File: src/rtl/mem_access_master.sv
// mem_access_master
//   Initiator side of the unified single-port instruction/data memory of the multicycle core.
//   Arbitrates fetch vs. load/store requests (load/store wins), rejects misaligned or
//   out-of-range addresses, maps byte addresses to the memory's 9-bit word address
//   (bit 8 = data region, bits 7:0 = word index) and runs one 1-cycle access at a time.
// Ports
//   i_clk, i_rst                 clock (rising edge), asynchronous active-high reset
//   i_if_req, i_pc               fetch request and byte address
//   i_ls_req, i_ls_we,
//   i_ls_addr, i_ls_wdata        load/store request, 1=store, byte address, store data
//   o_ready                      high in idle; requests are sampled only then
//   o_instr, o_instr_valid       last fetched instruction and its update pulse
//   o_ldata, o_ld_valid          last load data and its update pulse
//   o_st_done                    pulse after a store has been written
//   o_err                        pulse after a request was rejected
//   o_fetch_cnt, o_data_cnt      completed fetches / loads+stores, wrapping
//   o_mem_addr, o_mem_we,
//   o_mem_wdata, i_mem_rdata     memory side (combinational read)
module mem_access_master #(
    parameter int unsigned DEPTH_INST = 256,
    parameter int unsigned DEPTH_DATA = 256,
    parameter int unsigned CNT_W      = 16
) (
    input  logic             i_clk,
    input  logic             i_rst,
    input  logic             i_if_req,
    input  logic [31:0]      i_pc,
    input  logic             i_ls_req,
    input  logic             i_ls_we,
    input  logic [31:0]      i_ls_addr,
    input  logic [31:0]      i_ls_wdata,
    output logic             o_ready,
    output logic [31:0]      o_instr,
    output logic             o_instr_valid,
    output logic [31:0]      o_ldata,
    output logic             o_ld_valid,
    output logic             o_st_done,
    output logic             o_err,
    output logic [CNT_W-1:0] o_fetch_cnt,
    output logic [CNT_W-1:0] o_data_cnt,
    output logic [31:0]      o_mem_addr,
    output logic             o_mem_we,
    output logic [31:0]      o_mem_wdata,
    input  logic [31:0]      i_mem_rdata
);

    localparam logic [31:0] InstLimit = 32'(DEPTH_INST * 4);
    localparam logic [31:0] DataLimit = 32'(DEPTH_DATA * 4);

    typedef enum logic [1:0] {StIdle, StFetch, StLoad, StStore} state_e;

    state_e           state_q, state_d;
    logic [8:0]       mem_addr_q, mem_addr_d;
    logic [31:0]      wdata_q, wdata_d;
    logic             err_d;
    logic             err_q;
    logic [31:0]      instr_q, ldata_q;
    logic             instr_valid_q, ld_valid_q, st_done_q;
    logic [CNT_W-1:0] fetch_cnt_q, data_cnt_q;
    logic             ls_bad, if_bad;

    assign ls_bad = (i_ls_addr[1:0] != 2'b00) || (i_ls_addr >= DataLimit);
    assign if_bad = (i_pc[1:0] != 2'b00) || (i_pc >= InstLimit);

    always_comb begin
        state_d    = state_q;
        mem_addr_d = mem_addr_q;
        wdata_d    = wdata_q;
        err_d      = 1'b0;
        unique case (state_q)
            StIdle: begin
                // Load/store wins; a losing fetch is simply not sampled this edge.
                if (i_ls_req) begin
                    if (ls_bad) begin
                        err_d = 1'b1;
                    end else begin
                        mem_addr_d = {1'b1, i_ls_addr[9:2]};
                        wdata_d    = i_ls_wdata;
                        state_d    = i_ls_we ? StStore : StLoad;
                    end
                end else if (i_if_req) begin
                    if (if_bad) begin
                        err_d = 1'b1;
                    end else begin
                        mem_addr_d = {1'b0, i_pc[9:2]};
                        state_d    = StFetch;
                    end
                end
            end
            default: state_d = StIdle;
        endcase
    end

    always_ff @(posedge i_clk or posedge i_rst) begin
        if (i_rst) begin
            state_q       <= StIdle;
            mem_addr_q    <= '0;
            wdata_q       <= '0;
            err_q         <= 1'b0;
            instr_q       <= '0;
            ldata_q       <= '0;
            instr_valid_q <= 1'b0;
            ld_valid_q    <= 1'b0;
            st_done_q     <= 1'b0;
            fetch_cnt_q   <= '0;
            data_cnt_q    <= '0;
        end else begin
            state_q       <= state_d;
            mem_addr_q    <= mem_addr_d;
            wdata_q       <= wdata_d;
            err_q         <= err_d;
            instr_valid_q <= (state_q == StFetch);
            ld_valid_q    <= (state_q == StLoad);
            st_done_q     <= (state_q == StStore);
            if (state_q == StFetch) begin
                instr_q     <= i_mem_rdata;
                fetch_cnt_q <= fetch_cnt_q + CNT_W'(1);
            end
            if (state_q == StLoad) begin
                ldata_q <= i_mem_rdata;
            end
            if (state_q == StLoad || state_q == StStore) begin
                data_cnt_q <= data_cnt_q + CNT_W'(1);
            end
        end
    end

    // Write enable is decoded from state so it drops as soon as reset asserts.
    assign o_mem_we      = (state_q == StStore);
    assign o_mem_wdata   = o_mem_we ? wdata_q : 32'h0;
    assign o_mem_addr    = {23'b0, mem_addr_q};
    assign o_ready       = (state_q == StIdle);
    assign o_instr       = instr_q;
    assign o_instr_valid = instr_valid_q;
    assign o_ldata       = ldata_q;
    assign o_ld_valid    = ld_valid_q;
    assign o_st_done     = st_done_q;
    assign o_err         = err_q;
    assign o_fetch_cnt   = fetch_cnt_q;
    assign o_data_cnt    = data_cnt_q;

endmodule

File: config.mk
export PLATFORM = sky130hd
export DESIGN_NAME = mem_access_master
export DESIGN_NICKNAME = d
export VERILOG_FILES = /design/src/rtl/mem_access_master.sv
export SDC_FILE = /design/constraint.sdc
export NUM_CORES = 1
export LEC_CHECK = 0
export ABC_AREA = 0
export CAP_MARGIN = 20
export CORE_MARGIN = 10
export CORE_UTILIZATION = 40
export DETAILED_ROUTE_END_ITERATION = 6
export DONT_BUFFER_PORTS = 1
export PLACE_DENSITY_LB_ADDON = 0.25
export SYNTH_ARGS = -nofsm -noshare
export SYNTH_HDL_FRONTEND = slang
export SYNTH_SLANG_ARGS = --single-unit
File: constraint.sdc
create_clock -name i_clk -period 5.9 [get_ports i_clk]
set_input_delay 0.59 -clock i_clk [delete_from_list [all_inputs] [get_ports i_clk]]
set_output_delay 0.59 -clock i_clk [all_outputs]
set_load 0.02 [all_outputs]
==> impl_metrics.toml, run 1 <==
[drt]
drc = 0
top_layer_used = "met5"
dr.first_iter.drc_count = 97
via_per_inst = 5.125
vias = 3454
ant_nets = 0
met1Wirelength_mm = 5.450
firstDrtPassIters = 4
dr_wl_met2_mm = 8.595
routed_wl_mm = 16.49
dr_wl_met3_mm = 2.219
wl_per_cell_um = 24.47

[timing]
hold_violations = 0
max-slew-margin-rel = 0.3694
post-route-worst-setup-slack_ns = 3.590
tightest_slew_ns = 0.9459
finalMaxSlewViolations = 0
timing.final.crit_share = 0.3915
setup_violations = 0
fin_skew_ns = 0.006380
period_minus_slack_ns = 2.310
timing.hold.ws_ns = 0.1000
tns_ns = 0
fmax_ghz = 0.4329
rsz0062_at_grt = "false"

[power]
seqPwrFrac = 0.464
p_per_area_nw_per_um2 = 316.1
clkPwrFrac = 0.512
power_switching_mw = 0.4548
combPwrFrac = 0.024
peakVddDrop_mv = 0.1725
p_leak_nw = 3.362
finalPower_mw = 2.192
intPower_mw = 1.737
p_sw_frac = 0.2075

[clock_network]
root_buffer = "clkbuf_16"
holdBufCountCts = 0
post_cts_resized = 0
post_cts_buffers = 0
cts_buffers = 17
cts.sinks = 143
cts.htree.levels = 4
clk_latency_ns = 0.42
cts_tree = "yes"
clockBufferDepth = 2
clkTransAtPathRegs_ns = 0.06

[global_route]
grt_usage = 0.1513
grt_pass1_wl_mm = 23.43
antenna_found_initial = 2
grt_pass1_vias = 3757
grt_overflow = 0
grt_max_degree = 76

[setup_path]
setup.worst_path.class = "reg -> reg"
cp.arrival_ns = 2.60
timing.rr.start = "state_q[0]"
critPathRequiredTime_ns = 6.19
reg2reg_to = "o_fetch_cnt[9]"
start_kind = "flip-flop"
crit_fanout = 39
rr_worst_depth = 7
reg2reg_slack_ns = 3.59
endpoint_kind = "flip-flop"

[synth]
synth_ff_type = "dfrtp_1"
yosysSeqAreaShare = 0.5745
synth_seq_cells = 143
async_flop_share = 1.000
yosysTopAreaCell = "dfrtp_1"
synth_edf_count = 0
synthCells = 447
synth_area_leaders = "dfrtp_1 (57%), mux2_2 (15%), mux2_4 (7.0%)"
avgSynthCellArea_um2 = 13.93
yosys_warnings = 0
synth_cell_type_count = 32
yosysTopAreaCellShare = 0.5745
syn_area_um2 = 6228

[floorplanning]
die_y_um = 144.8
fp-row-count = 45
floorplan.initialDensity = 0.4082
num_io_pins = 299
coreArea_um2 = 15260
fp.dieArea_um2 = 20960
die_w_um = 144.8

[final_layout]
mostFrequentLayoutCells = "dfrtp_1 (143), mux2_2 (85), and3_1 (36)"
nets = 584
fill_cells = 1348
final_common_cell = "dfrtp_1"
drive_above_1_share = 0.3333
syn_to_final_growth_pct = 11.33

[placed_design]
place_ws_ns = 3.493
place_congestion = 0.7430
numPortBuffers = 0
dpl.hpwl_mm = 12.69

[flow_run]
cap_violations = 0

[hold_path]
hp-class = "in -> async"

[run_status]
status = "finished, final reports clean"
## power groups by stage
stage	registers, mW	logic [mW]	clock network, mW
6_report	1.02	0.0521	1.12
5_1_grt	1.02	0.0594	1.20
4_1_cts	1.02	0.0536	1.15
3_5_place_dp	1.03	0.0535	0
3_3_place_gp	1.03	0.0517	0
2_1_floorplan	1.03	0.0574	0
## critical path, cell delays in order (launching register included)
cell     delay (ns)
dfrtp_1        0.34
buf_4          0.29
nor2b_4        0.19
buf_4          0.44
nand3_1        0.18
nor2_1         0.34
nand4_1        0.18
xnor2_1        0.16
## synth_stat cells, types with 2 or more instances
library cell and number:
and2_1 2, and3_1 36, and4_1 2, buf_12 3
buf_2 7, buf_4 23, clkbuf_1 9, dfrtp_1 143
ha_1 2, inv_1 5, mux2_2 85, mux2_4 29
nand2_1 11, nand3_1 10, nand4_1 13, nor2_1 12
nor3_1 4, nor4_1 9, xnor2_1 22, xor2_1 8
## sequential cells by signal, indices dropped and copies added (netlist names), 2 cells and up
name,flops
o_instr,32
o_data_cnt,16
wdata_q,32
o_ldata,32
mem_addr_q,9
state_q,2
o_fetch_cnt,16
## area by class of cell
type / count / area (µm²) / area share
antenna: 1 / 2.502 / 0.0003609
clock buffer: 22 / 464.2 / 0.06694
clock inverter: 10 / 160.2 / 0.02310
inverter: 5 / 23.77 / 0.003428
multi-input combinational: 278 / 2411 / 0.3477
sequential: 143 / 3578 / 0.5161
tap: 211 / 264.0 / 0.03807
timing repair buffer: 4 / 30.03 / 0.004331
## cells by family (layout without fill, tap and decap cells)
logic type                 count (synthesis)  count (layout)  synth area share
adders and majority gates                  2               2          0.004017
AOI/OAI and AO/OA                          5               5          0.006027
other                                      1              24         0.0006021
DFF                                      143             143            0.5745
buffers and inverters                     48              41           0.05323
and+or+nand+nor                          104             104           0.09582
xor gates and xnor gates                  30              30           0.04219
muxes                                    114             114            0.2236
## worst max path at each step
| stage | slack [ns] | end | cells after the start | from |
|---|---|---|---|---|
| after floorplan | 1.47 | mem_addr_q[0] | 1 | i_rst |
| after global placement | 3.58 | wdata_q[31] | 5 | i_ls_addr[29] |
| after detailed placement | 3.49 | wdata_q[30] | 5 | i_ls_addr[29] |
| after CTS | 3.55 | o_fetch_cnt[9] | 7 | state_q[0] |
| after global routing | 3.31 | o_fetch_cnt[9] | 7 | state_q[0] |
| final | 3.59 | o_fetch_cnt[9] | 7 | state_q[0] |
## stage by stage
step / util / area [µm²] / std cells
floorplan: - / 6311 / 469
global placement: 0.4134 / 6307 / 641
detailed placement: 0.4134 / 6307 / 641
CTS: 0.4543 / 6932 / 673
global route: 0.4544 / 6934 / 674
finish: 0.4544 / 6934 / 674
## per-layer routing
layer	global-route usage	vias to the layer above
met1	0.1422	1715
met4	0.05585	2
met5	0	-
met2	0.2688	199
met3	0.08475	14
li1	-	1524
No activity file was read; power rests on OpenSTA's default activity.
==> inputs of run 2 (changes only) <==
clock period = 2.1 ns   (was 5.9 ns; I/O delays follow)
==> impl_metrics.toml, run 2 (synthesis gave the netlist of run 1 again) <==
[run_status]
status = "finished, final reports clean"

[floorplanning]
fp-row-count = 45
coreArea_um2 = 15260
floorplan.initialDensity = 0.4082
die_y_um = 144.8
num_io_pins = 299
fp.dieArea_um2 = 20960
die_w_um = 144.8

[global_route]
grt_usage = 0.1587
grt_max_degree = 74
antenna_found_initial = 1
grt_pass1_vias = 4151
grt_overflow = 0
grt_pass1_wl_mm = 25.23

[drt]
wl_per_cell_um = 22.78
ant_nets = 0
via_per_inst = 5.049
vias = 3787
routed_wl_mm = 17.09
dr.first_iter.drc_count = 163
firstDrtPassIters = 4
drc = 0

[timing]
hold_violations = 0
setup_violations = 0
finalMaxSlewViolations = 0
tns_ns = 0
max-slew-margin-rel = 0.6701
fin_skew_ns = 0.008348
fmax_ghz = 0.5596
tightest_slew_ns = 0.4903
rsz0062_at_grt = "false"
timing.final.crit_share = 0.8510
period_minus_slack_ns = 1.787

[clock_network]
clockBufferDepth = 2
clkTransAtPathRegs_ns = 0.06
cts_tree = "yes"
post_cts_resized = 0
root_buffer = "clkbuf_16"
post_cts_buffers = 0
cts_buffers = 17
cts.htree.levels = 4
clk_latency_ns = 0.41
cts.sinks = 143

[setup_path]
reg2reg_slack_ns = 0.31
crit_fanout = 9
cp.arrival_ns = 2.14
cp_slowest_stage_delay_ns = 0.55
endpoint_kind = "flip-flop"
start_kind = "flip-flop"
critPathRequiredTime_ns = 2.45
reg2reg_to = "state_q[0]"
rr_worst_depth = 5
timing.rr.start = "state_q[1]"
cp_num_buf_inv = 1
path_cells = "nor2_1 > o21a_1 > o21ai_2 > a21oi_1 > dlygate4sd3_1"
setup.worst_path.class = "reg -> reg"
crit_path_top_delay_cell = "dlygate4sd3_1"
cpLargestDelayFamily = "buffers and inverters"

[hold_path]
hold_depth = 2
hp-class = "in -> reg"
min-delay-start = "i_pc[6]"
min_to = "mem_addr_q[4]"

[flow_run]
cap_violations = 0

[placed_design]
numPortBuffers = 0
dpl.hpwl_mm = 12.71
place_congestion = 0.7645

[power]
peakVddDrop_mv = 0.5151
p_leak_nw = 3.672
p_per_area_nw_per_um2 = 784.6

[final_layout]
syn_to_final_growth_pct = 23.22
final_common_cell = "dfrtp_1"
mostFrequentLayoutCells = "dfrtp_1 (143), mux2_2 (85), dlygate4sd3_1 (68)"
utilization = 0.5030
drive_above_1_share = 0.3048
nets = 660
-- run 2: changes by cell type in the layout (fill, tap and decap cells not counted), moves of 2 or more --
cell and change:
dlygate4sd3_1 +68, buf_12 +4, buf_4 +4, clkinvlp_4 +4
bufinv_16 -3, clkbuf_1 -2, inv_6 +2
-- run 2: stage by stage --
| step | worst slack (ns) | hold WS, ns | cells | cell area (µm²) | power, mW |
|---|---|---|---|---|---|
| after detailed placement | 0.1485 | 0.2521 | 649 | 6416 | 3.063 |
| after global placement | 0.1649 | 0.2346 | 649 | 6416 | 3.058 |
| after floorplan | 0.09894 | 0.3387 | 469 | 6315 | 3.056 |
| final | 0.3129 | 0.06909 | 750 | 7675 | 6.022 |
| after CTS | 0.2783 | 0.05162 | 749 | 7672 | 6.107 |
| after global routing | 0.1389 | 0.05894 | 750 | 7675 | 6.272 |
-- run 2: worst max path at each step --
stage                              from             to  cells past startpoint
after global placement    i_ls_addr[14]    wdata_q[31]                      6
after global routing         state_q[1]     state_q[0]                      5
after detailed placement  i_ls_addr[29]    wdata_q[30]                      6
after floorplan                   i_rst  mem_addr_q[0]                      1
after CTS                    state_q[1]     state_q[0]                      5
final                        state_q[1]     state_q[0]                      5
-- run 2: final cells by class --
| cell class | count | area, µm² |
|---|---|---|
| sequential | 143 | 3578 |
| clock buffer | 21 | 470.5 |
| inverter | 5 | 22.52 |
| timing repair buffer | 80 | 820.8 |
| fill | 1273 | 7584 |
| antenna | 1 | 2.502 |
| clock inverter | 11 | 105.1 |
| tap | 211 | 264.0 |
| multi-input combinational | 278 | 2411 |
-- run 2: metal layers --
metal,track usage,vias to the layer above,share of wire
met4,0.06436,0,0.023
met5,0,-,0
met1,0.1612,1860,0.34
li1,-,1688,-
met2,0.2684,216,0.51
met3,0.08409,23,0.13
-- run 2: what timing repair did --
item,in CTS,in global routing
hold buffers,68,0
setup endpoints to repair,0,0
hold endpoints to repair,241,0
-- run 2: worst register-to-register path, stage by stage, from the launching register on --
cell and delay (ns):
dfrtp_1 0.48, nor2_1 0.19, o21a_1 0.19, o21ai_2 0.16, a21oi_1 0.15, dlygate4sd3_1 0.55
-- run 2: report_power, final --
group | leakage, nW | switching [mW] | internal, mW
combinational | 1.48 | 0.135 | 0.133
sequential | 1.92 | 0.0674 | 2.79
clock | 0.273 | 1.17 | 1.73
==> inputs of run 3 (changes only) <==
CAP_MARGIN = 10   (was 20)
CELL_PAD_IN_SITES_DETAIL_PLACEMENT = 1   (was not set)
CELL_PAD_IN_SITES_GLOBAL_PLACEMENT = 1   (was not set)
SKIP_LAST_GASP = 1   (was not set)
==> impl_metrics.toml, run 3 (synthesis gave the netlist of run 1 again) <==
[setup_path]
start_kind = "flip-flop"
cp.arrival_ns = 2.18
crit_fanout = 35
rr_worst_depth = 6
timing.rr.start = "state_q[0]"
setup.worst_path.class = "reg -> reg"
critPathRequiredTime_ns = 2.39
reg2reg_slack_ns = 0.21
reg2reg_to = "o_fetch_cnt[15]"
endpoint_kind = "flip-flop"

[floorplanning]
coreArea_um2 = 15260
die_w_um = 144.8
floorplan.initialDensity = 0.4082
die_y_um = 144.8
num_io_pins = 299
fp.dieArea_um2 = 20960
fp-row-count = 45

[clock_network]
cts.sinks = 143
clkTransAtPathRegs_ns = 0.06
clockBufferDepth = 2
cts.htree.levels = 4
cts_buffers = 17
cts_tree = "yes"
clk_latency_ns = 0.42
root_buffer = "clkbuf_16"

[power]
finalPower_mw = 6.071
peakVddDrop_mv = 0.4933
p_leak_nw = 3.715
p_per_area_nw_per_um2 = 785.1

[hold_path]
hold_depth = 2
min-delay-start = "i_if_req"
hp-class = "in -> reg"
min_to = "mem_addr_q[8]"

[placed_design]
dpl.hpwl_mm = 14.10
place_inst = 656
place_congestion = 0.7572
place_ws_ns = 0.2930
dpl-instance-area_um2 = 6481
numPortBuffers = 0

[global_route]
grt_pass1_vias = 4554
grt_max_degree = 58
antenna_found_initial = 3
grt_pass1_wl_mm = 28.17
grt_overflow = 0
grt_usage = 0.1798

[final_layout]
mostFrequentLayoutCells = "dfrtp_1 (143), mux2_2 (85), dlygate4sd3_1 (67)"
syn_to_final_growth_pct = 24.15
final_cells = 757
drive_above_1_share = 0.3112
fin_area_um2 = 7732
nets = 666
final_common_cell = "dfrtp_1"
fill_cells = 1506
utilization = 0.5068

[timing]
timing.hold.ws_ns = 0.03451
max-slew-margin-rel = 0.5333
tns_ns = 0
hold_violations = 0
fin_skew_ns = 0.01687
fmax_ghz = 0.5294
finalMaxSlewViolations = 0
tightest_slew_ns = 0.6986
rsz0062_at_grt = "false"
timing.final.crit_share = 0.8995
period_minus_slack_ns = 1.889
post-route-worst-setup-slack_ns = 0.2111
setup_violations = 0

[flow_run]
cap_violations = 0

[drt]
firstDrtPassIters = 6
vias = 3930
via_per_inst = 5.192
wl_per_cell_um = 25.32
dr_wl_met2_mm = 10.44
met1Wirelength_mm = 6.164
top_layer_used = "met4"
dr_wl_met3_mm = 2.268
dr.first_iter.drc_count = 160
drc = 0
routed_wl_mm = 19.16
ant_nets = 0

[run_status]
status = "finished, final reports clean"
[run 3: worst max-delay path by stage]
| stage | from | end | slack (ns) | cells past startpoint |
|---|---|---|---|---|
| 6_report | state_q[0] | o_fetch_cnt[15] | 0.21 | 6 |
| 5_1_grt | state_q[0] | o_fetch_cnt[15] | 0.02 | 6 |
| 4_1_cts | state_q[0] | o_fetch_cnt[15] | 0.25 | 6 |
| 3_5_place_dp | i_ls_addr[0] | wdata_q[12] | 0.29 | 6 |
| 3_3_place_gp | i_ls_addr[29] | wdata_q[15] | 0.35 | 6 |
| 2_1_floorplan | i_rst | mem_addr_q[0] | 0.1 | 1 |
[run 3: area by class of cell]
| cell class | count | area [µm²] | share of cell area |
|---|---|---|---|
| Clock inverter | 10 | 112.6 | 0.01456 |
| Timing Repair Buffer | 86 | 875.8 | 0.1133 |
| Inverter | 5 | 22.52 | 0.002913 |
| Antenna cell | 3 | 7.507 | 0.0009709 |
| Sequential cell | 143 | 3578 | 0.4628 |
| Clock buffer | 21 | 460.4 | 0.05955 |
| Tap cell | 211 | 264.0 | 0.03414 |
| Multi-Input combinational cell | 278 | 2411 | 0.3118 |
[run 3: power by group]
part | total [mW] | internal [mW] | switching (mW)
Combinational | 0.280 | 0.137 | 0.143
Sequential | 2.86 | 2.79 | 0.0677
Clock | 2.93 | 1.80 | 1.13
Total | 6.07 | 4.73 | 1.34
[run 3: repair_timing]
| item | CTS | global route |
|---|---|---|
| endpoints found under the hold margin | 119 | 0 |
| setup buffers | 0 | 0 |
| hold buffers | 67 | 0 |
| resized for setup | 0 | 0 |
[run 3: per-layer routing]
metal | track usage | vias up
met5 | 0 | -
met4 | 0.05851 | 0
met3 | 0.08866 | 20
met2 | 0.3307 | 216
met1 | 0.1701 | 1979
li1 | - | 1715
[run 3: worst max-delay path: stages (launching register included)]
cell,delay (ns)
dfrtp_1,0.38
buf_4,0.31
nor2b_4,0.24
nand3_1,0.11
nor2_1,0.35
nand4_1,0.18
xnor2_1,0.17
==> RTL change (flow settings as in run 3) <==
Make the reset (`i_rst`) synchronous in one clocked block. Comments in the files are not updated.
--- a/src/rtl/mem_access_master.sv
+++ b/src/rtl/mem_access_master.sv
@@ -92,5 +92,5 @@
     end
 
-    always_ff @(posedge i_clk or posedge i_rst) begin
+    always_ff @(posedge i_clk) begin
         if (i_rst) begin
             state_q       <= StIdle;
Behaviour: differs if i_rst is asserted again (counterexample within 4 cycles, from zero or initial values and one cycle with i_rst high); with i_rst held inactive, the same outputs for 10 cycles.
==> RTL change against run 3 <==
  * Clock power rose by 6.8%
  * Global-route usage rose by 2.6 points
  * Core utilization rose by 2.2 points
  * Sequential cell count did not move
  * Synthesized area fell by 6.6%
  * Via count rose by 33%
  * Setup slack got worse by 0.086 ns
  * Wire length rose by 11%
  * Design area fell by 1.8%
  * Total power barely moved
  * Sequential power fell by 5%
  * Critical path type unchanged
  * Largest cell class unchanged
==> RTL change: results (changes against run 3) <==
- Share of post-route cells with drive strength above 1: 0.105 (-0.206)
- Clock slew at reported path FFs: 0.06 ns (about the same)
- Register area share after synthesis: 0.492 (-0.0826)
- Vias in the first global route: 5791 (+27%)
- R2r endpoint: o_data_cnt[9]
- Max VDD drop: 0.521 mV (+5.7%)
- RD Place Congestion: 0.806 (+6.4%)
- GRT Util Overall: 0.206 (+0.0259)
- FF-to-FF path depth: 6 (unchanged)
- Initial DRC Count: 206 (+29%)
- Critical Path Start: o_data_cnt[1]
- Initial antenna violation count: 0 (-3)
- Fin nets: 913 (+37%)
- Wirelength per Cell: 21.9 µm (-14%)
- Synth Warn #: 0 (unchanged)
- Clock latency on the worst-skew pair: 0.42 ns (about the same)
- Port Buffers: 0 (unchanged)
- HPWL Detailed: 14500 µm (+2.8%)
- Status: complete, no violations
- Post-Route Utilization: 0.529 (+0.0219)
- Max Fanout on Critical Path: 4 (-89%)
- DR vias/cell: 5.36 (+3.2%)
- Root Driver: clkbuf_16
- First-pass GRT wire length: 32800 µm (+16%)
- Asr flop ratio synth: 0 (-1.00)
- Crit path DAT: 2.28 ns (+0.10 ns)
- CTS max path bufs: 2 (unchanged)
- Top cells by count, synth: nand2_1 (149), dfxtp_1 (143), a21oi_1 (70), nor2_1 (69), clkbuf_1 (38)
- H-tree levels: 4 (unchanged)
- Post-place setup slack: 0.306 ns (+0.0128 ns)
- WS Path Type: reg2reg
- N_diodes: 0 (-3)
- Hold Crit Class: in2reg
- Area after DPL: 6010 µm² (-7.3%)
- Router iterations before antenna repair: 4 (-2)
- Clock skew: 0.00904 ns (-0.00782 ns)
- CTS buffer count: 17 (unchanged)
- Slew HR: 0.418 (-0.115)
- Largest cells by area after synthesis: dfxtp_1 (49%), nand2_1 (9.6%), a21oi_1 (6.0%)
- Post-synth cell types: 40 (+25%)
- Static leakage: 0.00291 µW (-22%)
- Largest net degree at the start of global routing: 100 (+72%)
- Fillers: 1635 (+8.6%)
[RTL change: cell types whose count changed after synthesis, moves of 9 or more]
cell	delta
a21oi_1	+69
clkbuf_1	+29
dfrtp_1	-143
dfxtp_1	+143
mux2_2	-77
mux2_4	-29
mux2i_1	+33
nand2_1	+138
nor2_1	+57
xnor2_1	-9
[RTL change: power breakdown]
| group | switching [µW] | total [µW] | internal [µW] | leakage (µW) |
|---|---|---|---|---|
| sequential | 2.74 | 2720 | 2710 | 0.00115 |
| combinational | 114 | 220 | 106 | 0.00145 |
| clock | 1150 | 3130 | 1980 | 0.000305 |
[RTL change: through the flow]
stage               std cells  total power (µW)  hold slack [ns]
global route              974              6280           0.0142
CTS                       973              6140          0.00445
detailed placement        848              2850            0.302
finish                    974              6070           0.0146
global placement          848              2850            0.296
floorplan                 702              2920            0.346
[RTL change: worst min path at each step]
stage                   startpoint         endpoint  cells after the start
floorplan           i_mem_rdata[0]       o_ldata[0]                      2
global placement             i_rst      o_instr[31]                      1
detailed placement           i_rst  o_fetch_cnt[13]                      1
CTS                          i_rst       state_q[0]                      2
global route                 i_rst       state_q[0]                      2
finish                       i_rst       state_q[0]                      2
[RTL change: critical path, stage by stage, from the launching register on]
cell and delay (ns):
dfxtp_1 0.35, buf_4 0.17, and4_1 0.31, nand4_1 0.22, xnor2_1 0.21, nor2_1 0.05
dlygate4sd3_1 0.55
[RTL change: kinds of logic (layout without fill, tap and decap cells)]
group | Yosys count | after routing | share of synthesized area
AO/OA/AOI/OAI | 86 | 86 | 0.0813
XOR/XNOR | 26 | 26 | 0.0391
adder cells (fa/ha/maj) | 2 | 2 | 0.00430
buffers and inverters | 70 | 158 | 0.0641
flip-flops | 143 | 143 | 0.492
multiplexers | 41 | 41 | 0.0722
other | 1 | 23 | 0.000644
AND/OR/NAND/NOR | 311 | 311 | 0.246
[RTL change: routing by layer]
metal  global-route usage  up-vias  wire, µm
met5                    0        -         0
met4               0.0880        0       650
met3               0.0877       50      1850
met2                0.356      190     10800
met1                0.213     2557      7940
li1                     -     2423         -
[RTL change: what timing repair did]
item,4_1_cts,5_1_grt
setup buffers,0,1
endpoints found under the setup margin,0,41
resized for setup,0,4
endpoints found under the hold margin,132,0
hold buffers,94,0
[RTL change: cell type report]
class | instances | area share
Sequential cell | 143 | 0.377
Multi-Input combinational cell | 489 | 0.352
Timing Repair Buffer | 124 | 0.158
Clock buffer | 21 | 0.0633
Tap cell | 184 | 0.0303
Clock inverter | 10 | 0.0178
Inverter | 3 | 0.00148
